`src/rtl/regfile_wb_arbiter.sv`:
```
// Write-back arbiter for the register file's single write port. It merges the main
// datapath (A) with a FIFO-buffered multiply/divide unit (B) and tracks pending B writes.
module regfile_wb_arbiter #(
   parameter int DEPTH      = 2,
   parameter int STARVE_MAX = 3
) (
   input  logic        clk,
   input  logic        rst,
   input  logic        a_valid,
   output logic        a_ready,
   input  logic [4:0]  a_rd,
   input  logic [31:0] a_data,
   input  logic        b_valid,
   output logic        b_ready,
   input  logic [4:0]  b_rd,
   input  logic [31:0] b_data,
   input  logic        iss_valid,
   input  logic [4:0]  iss_rd,
   input  logic [4:0]  rs,
   input  logic [4:0]  rt,
   output logic        rs_busy,
   output logic        rt_busy,
   output logic        rf_we,
   output logic [4:0]  rf_rd,
   output logic [31:0] rf_data
);

   localparam int PW = (DEPTH > 1) ? $clog2(DEPTH) : 1;
   localparam int CW = $clog2(DEPTH + 1);
   localparam int SW = (STARVE_MAX > 0) ? $clog2(STARVE_MAX + 1) : 1;
   localparam logic [PW-1:0] LAST_PTR   = PW'(DEPTH - 1);
   localparam logic [CW-1:0] FULL_CNT   = CW'(DEPTH);
   localparam logic [SW-1:0] STARVE_LIM = SW'(STARVE_MAX);

   logic [4:0]    r_fifoRd   [DEPTH];
   logic [31:0]   r_fifoData [DEPTH];
   logic [PW-1:0] r_wrPtr;
   logic [PW-1:0] r_rdPtr;
   logic [CW-1:0] r_count;
   logic [SW-1:0] r_starveCnt;
   logic [31:0]   r_busy;
   logic          r_rfWe;
   logic [4:0]    r_rfRd;
   logic [31:0]   r_rfData;

   logic          w_full;
   logic          w_nonEmpty;
   logic          w_forceB;
   logic          w_grantA;
   logic          w_grantB;
   logic          w_push;
   logic          w_pop;
   logic          w_winValid;
   logic [4:0]    w_winRd;
   logic [31:0]   w_winData;
   logic          w_commit;

   assign w_full     = (r_count == FULL_CNT);
   assign w_nonEmpty = (r_count != '0);

   // B is forced through when its FIFO is full or it has lost too many times in a row
   assign w_forceB   = w_nonEmpty && (w_full || (r_starveCnt == STARVE_LIM));
   assign w_grantA   = !w_forceB && a_valid;
   assign w_grantB   = w_forceB || (!a_valid && w_nonEmpty);
   assign w_push     = b_valid && !w_full;
   assign w_pop      = w_grantB;

   assign w_winValid = w_grantA || w_grantB;
   assign w_winRd    = w_grantB ? r_fifoRd[r_rdPtr]   : a_rd;
   assign w_winData  = w_grantB ? r_fifoData[r_rdPtr] : a_data;
   assign w_commit   = w_winValid && (w_winRd != 5'd0);

   assign a_ready = rst || !w_forceB;
   assign b_ready = rst || !w_full;
   assign rs_busy = !rst && (rs != 5'd0) && r_busy[rs];
   assign rt_busy = !rst && (rt != 5'd0) && r_busy[rt];

   assign rf_we   = r_rfWe;
   assign rf_rd   = r_rfRd;
   assign rf_data = r_rfData;

   always_ff @(posedge clk) begin
      if (!rst && w_push) begin
         r_fifoRd[r_wrPtr]   <= b_rd;
         r_fifoData[r_wrPtr] <= b_data;
      end
   end

   always_ff @(posedge clk) begin
      if (rst) begin
         r_wrPtr     <= '0;
         r_rdPtr     <= '0;
         r_count     <= '0;
         r_starveCnt <= '0;
      end else begin
         if (w_push) begin
            r_wrPtr <= (r_wrPtr == LAST_PTR) ? '0 : r_wrPtr + PW'(1);
         end
         if (w_pop) begin
            r_rdPtr <= (r_rdPtr == LAST_PTR) ? '0 : r_rdPtr + PW'(1);
         end
         case ({w_push, w_pop})
            2'b10:   r_count <= r_count + CW'(1);
            2'b01:   r_count <= r_count - CW'(1);
            default: r_count <= r_count;
         endcase
         // Starvation only accumulates while B actually has something waiting
         if (w_pop || !w_nonEmpty) begin
            r_starveCnt <= '0;
         end else if (w_grantA && (r_starveCnt != STARVE_LIM)) begin
            r_starveCnt <= r_starveCnt + SW'(1);
         end
      end
   end

   always_ff @(posedge clk) begin
      if (rst) begin
         r_rfWe   <= 1'b0;
         r_rfRd   <= 5'd0;
         r_rfData <= 32'd0;
      end else begin
         r_rfWe <= w_commit;
         if (w_commit) begin
            r_rfRd   <= w_winRd;
            r_rfData <= w_winData;
         end
      end
   end

   // The later set overrides a same-cycle clear of the same register
   always_ff @(posedge clk) begin
      if (rst) begin
         r_busy <= '0;
      end else begin
         if (w_pop) begin
            r_busy[w_winRd] <= 1'b0;
         end
         if (iss_valid && (iss_rd != 5'd0)) begin
            r_busy[iss_rd] <= 1'b1;
         end
      end
   end

endmodule
```
`config.mk`:
```
export PLATFORM = sky130hd
export DESIGN_NAME = regfile_wb_arbiter
export DESIGN_NICKNAME = d
export VERILOG_FILES = /design/src/rtl/regfile_wb_arbiter.sv
export SDC_FILE = /design/constraint.sdc
export NUM_CORES = 1
export LEC_CHECK = 0
export CORE_MARGIN = 2
export CORE_UTILIZATION = 50
export DETAILED_ROUTE_END_ITERATION = 7
export GPL_TIMING_DRIVEN = 0
export PLACE_DENSITY = 0.87
export SYNTH_ARGS = -nofsm -noshare
export SYNTH_HDL_FRONTEND = slang
export SYNTH_SLANG_ARGS = --single-unit
```
`constraint.sdc`:
```
create_clock -name clk -period 7.32 [get_ports clk]
set_clock_uncertainty 0.1 [all_clocks]
set_input_delay 1.464 -clock clk [delete_from_list [all_inputs] [get_ports clk]]
set_output_delay 1.464 -clock clk [all_outputs]
set_load 0.01 [all_outputs]
```
==> out/qor.txt, run 1 <==
=====================================================================================
Share of the core filled with cells in the final layout                         0.670
Most frequent standard cell in the layout excluding fill and tap cells   clkdlybuf4s50_1
Clock Latency Late Sink                                                       0.43 ns
Clock period minus worst slack                                                5.31 ns
Measured slew at the worst slew-check pin                                    0.878 ns
Total length of routed wires                                                 20700 um
Growth of design area from synthesis to finish                                  31.8%
Via count of the first global-routing pass                                       6168
Detailed-placement wirelength estimate                                       14400 um
Maximum level of the CTS H-tree                                                     4
Final worst-path cycle share                                                    0.726
Clock power frac                                                                0.299
Clock-pin slew of the registers on the worst-case setup and hold paths        0.06 ns
Distinct cell type count of the synthesized netlist                                58
CTS tree                                                                        built
Share of cells above drive strength 1                                           0.115
DR vias                                                                          6037
Dominant synthesized flop cell                                                dfxtp_1
Maximum operating frequency                                                   188 MHz
Hold/Removal Path Class                                                       reg2reg
Setup violations, final                                                             0
Net load switching power                                                      1.01 mW
Finished Layout Cells                                                             965
Total negative slack for setup checks                                            0 ns
Num ports                                                                         136
Switching portion of total power                                                0.342
Pin count of the biggest net entering global routing                               17
Post-cts hold buffer count                                                          0
Gate count after technology mapping                                               615
Normalized max-slew margin                                                      0.410
Post-CTS Resized                                                                    0
Sequential Power Share                                                          0.362
Cell-by-cell listing of the critical path                                clkdlybuf4s50_1, clkbuf_1, buf_1, a21o_1, clkdlybuf4s50_1
CTS Root Cell                                                               clkbuf_16
Share of power burned in combinational logic                                    0.340
Die height                                                                     123 um
Number of iterations in the first detailed-routing pass                             7
Row count                                                                          43
Highest fanout seen on the critical path                                           10
Number of max-cap violations                                                        0
Total congestion overflow                                                           0
Worst setup SP type                                                      primary input
Core area                                                                   13800 um2
Buffers from clock root to sink, at most                                            2
Number of input and output port buffers inserted                                  130
Worst setup margin                                                            2.01 ns
Number of antenna violations at the first check in global routing                   0
Power Internal                                                                1.95 mW
Clock sink count                                                                  151
Syn Nets                                                                          711
Number of nets in the final layout                                                868
Number of buffers inserted by post-CTS setup repair                                 0
VDD IR max                                                                   0.237 mV
Highest-count cells in the layout ignoring fill and taps                 130 x clkdlybuf4s50_1, 77 x dfxtp_1, 74 x edfxtp_1
Initial Util                                                                    0.508
Full die area                                                               15000 um2
DRT iter0 DRCs                                                                    597
Critical Path Max Stage Delay                                                 0.55 ns
Result of the run                                                           completed
Total of warnings raised by yosys                                                   0
Total power per unit cell area                                             319 nW/um2
Number of enable-type register cells in the synthesized netlist                    74
Post-detailed-route DRC marker count                                                0
Overall Global Routing Usage                                                    0.282
Routed wirelength normalized by instance count                                21.4 um
Final GP Congestion                                                             0.934
Count of nets left with antenna violations after detail routing                     0
Synthesized area                                                             7030 um2
Width of the die                                                               123 um
Post-place setup slack                                                        2.03 ns
Sequential fraction of the synthesis area                                       0.536
Worst hold slack across all endpoints                                        0.337 ns
CTS Buf Count                                                                      17
Worst EP required                                                             5.76 ns
Category of the most critical setup path                                       in2out
Antenna diode instance count                                                        0
Ys async rst share                                                                  0
Number of placed instances with taps included                                     933
Via-per-instance ratio                                                           6.26
Avg Inst Size Synth                                                          11.4 um2
Kind of capture point of the worst setup path                              output pin
Global-route wire length before repair                                       32300 um
Critical-path cell with the highest stage delay                              clkbuf_1
Data arrival time of the critical path                                        3.75 ns
Reported leakage power                                                        3.18 nW
Flip-flop and latch count after synthesis                                         151
Library cell appearing most often on the critical path                   clkdlybuf4s50_1
Pins Over Slew Limit                                                                0
Final hold vios                                                                     0
Unrepaired setup endpoints after global routing                                 false
=====================================================================================
## path summary, 6_finish.rpt
kind	startpoint	end	slack, ns	cells past startpoint
worst max-delay path	rst	a_ready	2.01	5
worst min-delay path	r_starveCnt[0]$_SDFFE_PP0P_	r_starveCnt[0]$_SDFFE_PP0P_	0.34	1
worst max register to register	r_starveCnt[0]$_SDFFE_PP0P_	r_count[1]$_SDFFE_PP0P_	4.71	9
worst min register to register	r_starveCnt[0]$_SDFFE_PP0P_	r_starveCnt[0]$_SDFFE_PP0P_	0.34	1
## synth_stat cells, types with 5 or more instances
library cell,instances,share of area
a311oi_1,15,0.019
nand2_1,73,0.039
o2111ai_1,33,0.041
nor2b_1,5,0.0045
nand2b_1,9,0.0080
o21ai_0,28,0.020
edfxtp_1,74,0.32
mux2i_1,36,0.051
o21ai_1,11,0.0078
dfxtp_1,77,0.22
buf_2,11,0.0078
a21oi_1,71,0.051
nor3_1,14,0.010
nor2_1,23,0.012
clkbuf_1,22,0.012
o21ai_2,10,0.012
mux4_1,16,0.060
buf_6,8,0.013
a211oi_1,5,0.0053
## routing by layer
layer | vias to the layer above | wire length, um | share of wire | GRT usage
met2 | 367 | 10400 | 0.51 | 0.473
li1 | 2712 | - | - | -
met3 | 41 | 1800 | 0.087 | 0.0753
met4 | 0 | 472 | 0.023 | 0.110
met5 | - | 0 | 0 | 0
met1 | 2917 | 7940 | 0.38 | 0.347
## stage by stage
| step | total power [mW] | area [um2] |
|---|---|---|
| 6_report | 2.96 | 9260 |
| 5_1_grt | 3.08 | 9260 |
| 4_1_cts | 2.95 | 9260 |
| 3_5_place_dp | 2.05 | 8660 |
| 3_3_place_gp | 2.00 | 8550 |
| 2_1_floorplan | 1.66 | 7030 |
## sequential cells by signal, indices dropped and copies added, names as in the netlist, named ones only
register / flops
r_busy: 32
r_count: 2
r_fifoData: 64
r_fifoRd: 10
r_rdPtr: 1
r_starveCnt: 2
r_wrPtr: 1
rf_data: 32
rf_rd: 5
rf_we: 1
## power groups by stage
| stage | sequential, mW | clock, mW | combinational [mW] |
|---|---|---|---|
| after floorplan | 1.10 | 0 | 0.555 |
| after detailed placement | 1.08 | 0 | 0.969 |
| after global routing | 1.08 | 0.928 | 1.07 |
| after CTS | 1.07 | 0.890 | 0.991 |
| final | 1.07 | 0.884 | 1.00 |
| after global placement | 1.08 | 0 | 0.920 |
## worst max-delay path: cells and delay by family
family / cells / cell delay (ns)
AOI/OAI and AO/OA: 1 / 0.16
buffers and inverters: 4 / 2.11
## cell families (layout without fill, tap and decap cells)
family,after synthesis,after routing,synth area share
adder cells (fa/ha/maj),2,2,0.00356
AND/OR/NAND/NOR,146,146,0.0981
AO/OA/AOI/OAI,201,201,0.192
buffers and inverters,53,223,0.0417
XOR/XNOR,4,4,0.00499
flip-flops,151,151,0.536
multiplexers,58,58,0.124
## final cells by class
type                            instances  area [um2]
Buffer                                 49         278
Clock buffer                           18         439
Clock inverter                         14         163
Fill cell                             942        4560
Inverter                                4        15.0
Multi-Input combinational cell        411        2980
Sequential cell                       151        3760
Tap cell                              180         225
Timing Repair Buffer                  138        1400
No activity file was read; power rests on OpenSTA's default activity.
==> run 2, diff against run 1 <==
==> constraint.sdc (replaced) <==
create_clock -name clk -period 5.4 [get_ports clk]
set_clock_uncertainty 0.1 [all_clocks]
set_input_delay 1.08 -clock clk [delete_from_list [all_inputs] [get_ports clk]]
set_output_delay 1.08 -clock clk [all_outputs]
set_load 0.01 [all_outputs]
==> results of run 2 <==
The final DEF is identical to that of run 1. Status: completed.
Main changes from that run: setup slack after placement 2.03 ns -> 0.879 ns; setup slack after layout 2.01 ns -> 0.856 ns; register-to-register setup slack 4.71 ns -> 2.79 ns; total power 2.96 mW -> 4.01 mW; worst IR drop on VDD 0.237 mV -> 0.321 mV
==> run 3, diff against run 2 <==
==> constraint.sdc (replaced) <==
create_clock -name clk -period 4.3 [get_ports clk]
set_clock_uncertainty 0.1 [all_clocks]
set_input_delay 0.86 -clock clk [delete_from_list [all_inputs] [get_ports clk]]
set_output_delay 0.86 -clock clk [all_outputs]
set_load 0.01 [all_outputs]
==> out/qor.txt, run 3 (synthesis results as in run 1) <==
=====================================================================================
Category of the most critical setup path                                       in2out   unchanged
Number of iterations in the first detailed-routing pass                             5   was 7
Global-route wire length before repair                                       30500 um   was 32300 um
Final GP Congestion                                                             0.913   was 0.934
DR vias                                                                          5990   was 6037
Overall Global Routing Usage                                                    0.268   was 0.282
Kind of capture point of the worst setup path                              output pin   unchanged
Clock power frac                                                                0.314   was 0.299
Total power per unit cell area                                             548 nW/um2   was 433 nW/um2
Routed wirelength normalized by instance count                                20.6 um   was 21.4 um
Data arrival time of the critical path                                        3.18 ns   was 3.36 ns
Number of flip-flops under the largest register name                               64   unchanged
Initial Util                                                                    0.508   unchanged
Worst hold slack across all endpoints                                        0.359 ns   was 0.337 ns
Kind of cell adding the most delay to the critical path                  buffers and inverters   unchanged
Growth of design area from synthesis to finish                                  32.1%   was 31.8%
Number of nets in the final layout                                                863   was 868
Total congestion overflow                                                           0   unchanged
CTS Root Cell                                                               clkbuf_16   unchanged
Number of antenna violations at the first check in global routing                   0   unchanged
Number of buffers inserted by post-CTS setup repair                                 0   unchanged
VDD IR max                                                                   0.377 mV   was 0.321 mV
Die height                                                                     123 um   unchanged
DRT iter0 DRCs                                                                    587   was 597
Buffer and inverter count on the worst path                                         4   unchanged
Full die area                                                               15000 um2   unchanged
Share of power burned in combinational logic                                    0.328   was 0.340
Power consumption                                                             5.09 mW   was 4.01 mW
Clock-pin slew of the registers on the worst-case setup and hold paths        0.06 ns   about the same
Critical Path Max Stage Delay                                                 0.62 ns   was 0.55 ns
Highest-count cells in the layout ignoring fill and taps                 130 x clkdlybuf4s50_1, 77 x dfxtp_1, 74 x edfxtp_1   unchanged
Maximum operating frequency                                                   242 MHz
Buffers from clock root to sink, at most                                            2   unchanged
Power Internal                                                                3.42 mW   was 2.64 mW
Area of combinational cells with multiple inputs                             2990 um2   was 2980 um2
Unrepaired setup endpoints after global routing                                 false   unchanged
Number of max-cap violations                                                        0   unchanged
Net load switching power                                                      1.67 mW   was 1.37 mW
Worst EP required                                                             3.34 ns   was 4.22 ns
Row count                                                                          43   unchanged
Setup violations, final                                                             0   unchanged
Post-detailed-route DRC marker count                                                0   unchanged
Critical-path cell with the highest stage delay                                 buf_1   was clkbuf_1
Final hold vios                                                                     0   unchanged
Pin count of the biggest net entering global routing                               21   was 17
Post-place setup slack                                                       0.156 ns   was 0.879 ns
Via-per-instance ratio                                                           6.24   was 6.26
Clock Latency Late Sink                                                       0.43 ns   about the same
Clock sink count                                                                  151   unchanged
Width of the die                                                               123 um   unchanged
Most frequent standard cell in the layout excluding fill and tap cells   clkdlybuf4s50_1   unchanged
Storage cell area                                                            3760 um2   unchanged
Detailed-placement wirelength estimate                                       13900 um   was 14400 um
Count of nets left with antenna violations after detail routing                     0   unchanged
Library cell appearing most often on the critical path                   clkdlybuf4s50_1   unchanged
Post-cts hold buffer count                                                          0   unchanged
Largest Register                                                           r_fifoData   unchanged
Sequential Power Share                                                          0.357   was 0.362
CTS tree                                                                        built   unchanged
Maximum level of the CTS H-tree                                                     4   unchanged
Number of input and output port buffers inserted                                  130   unchanged
Core area                                                                   13800 um2   unchanged
Normalized max-slew margin                                                      0.317   was 0.410
Measured slew at the worst slew-check pin                                     1.02 ns   was 0.878 ns
Via count of the first global-routing pass                                       5935   was 6168
Result of the run                                                           completed   unchanged
Worst setup SP type                                                      primary input   unchanged
Cell-by-cell listing of the critical path                                clkdlybuf4s50_1, clkbuf_1, buf_1, a21o_1, clkdlybuf4s50_1   unchanged
Post-CTS Resized                                                                    0   unchanged
Switching portion of total power                                                0.328   was 0.342
Reported leakage power                                                        3.17 nW   was 3.18 nW
Filler Cells Inserted                                                             983   was 942
Worst setup margin                                                           0.164 ns   was 0.856 ns
Num ports                                                                         136   unchanged
Total length of routed wires                                                 19800 um   was 20700 um
Share of cells above drive strength 1                                           0.108   was 0.115
CTS Buf Count                                                                      17   unchanged
Final worst-path cycle share                                                    0.962
Share of the core filled with cells in the final layout                         0.672   was 0.670
Highest fanout seen on the critical path                                           10   unchanged
Hold/Removal Path Class                                                       reg2reg   unchanged
Antenna diode instance count                                                        0   unchanged
Pins Over Slew Limit                                                                0   unchanged
Clock period minus worst slack                                                4.14 ns
=====================================================================================
-- run 3: cell count changes in the layout (fill, tap and decap cells not counted), sizes merged --
| cell | change |
|---|---|
| bufinv | +2 |
| clkinvlp | +1 |
| clkbuf | +1 |
| buf | -5 |
| inv | -4 |
-- run 3: power by group through the flow --
stage	Clock [mW]	Combinational [mW]	Sequential (mW)
floorplan	0	0.946	1.87
global placement	0	1.56	1.83
detailed placement	0	1.63	1.84
CTS	1.60	1.65	1.81
global route	1.66	1.79	1.83
finish	1.60	1.67	1.82
-- run 3: cell type report --
| class | count | area share |
|---|---|---|
| buffer | 49 | 0.0299 |
| clock buffer | 19 | 0.0477 |
| inverter | 4 | 0.00162 |
| tap | 180 | 0.0243 |
| timing repair buffer | 133 | 0.148 |
| clock inverter | 13 | 0.0210 |
| sequential | 151 | 0.405 |
| multi-input combinational | 411 | 0.322 |
-- run 3: worst paths after layout --
kind / slack [ns] / start / endpoint / cells after the start
worst max-delay path: 0.16 / rst / a_ready / 5
worst min-delay path: 0.36 / r_starveCnt[0]$_SDFFE_PP0P_ / r_starveCnt[0]$_SDFFE_PP0P_ / 1
worst max register to register: 1.75 / r_starveCnt[0]$_SDFFE_PP0P_ / r_count[1]$_SDFFE_PP0P_ / 9
worst min register to register: 0.36 / r_starveCnt[0]$_SDFFE_PP0P_ / r_starveCnt[0]$_SDFFE_PP0P_ / 1
-- run 3: routing by layer --
layer / track usage / wire (um) / vias up
li1: - / - / 2707
met1: 0.323 / 7790 / 2886
met2: 0.453 / 9710 / 346
met3: 0.0688 / 1800 / 51
met4: 0.119 / 476 / 0
met5: 0 / 0 / -
-- run 3: per-stage QoR --
stage                     area (um2)  instances  setup TNS, ns
after detailed placement        8650        928              0
after global routing            9290        960              0
after floorplan                 7040        615              0
final                           9290        960              0
after CTS                       9290        960              0
after global placement          8560        925         -39.59
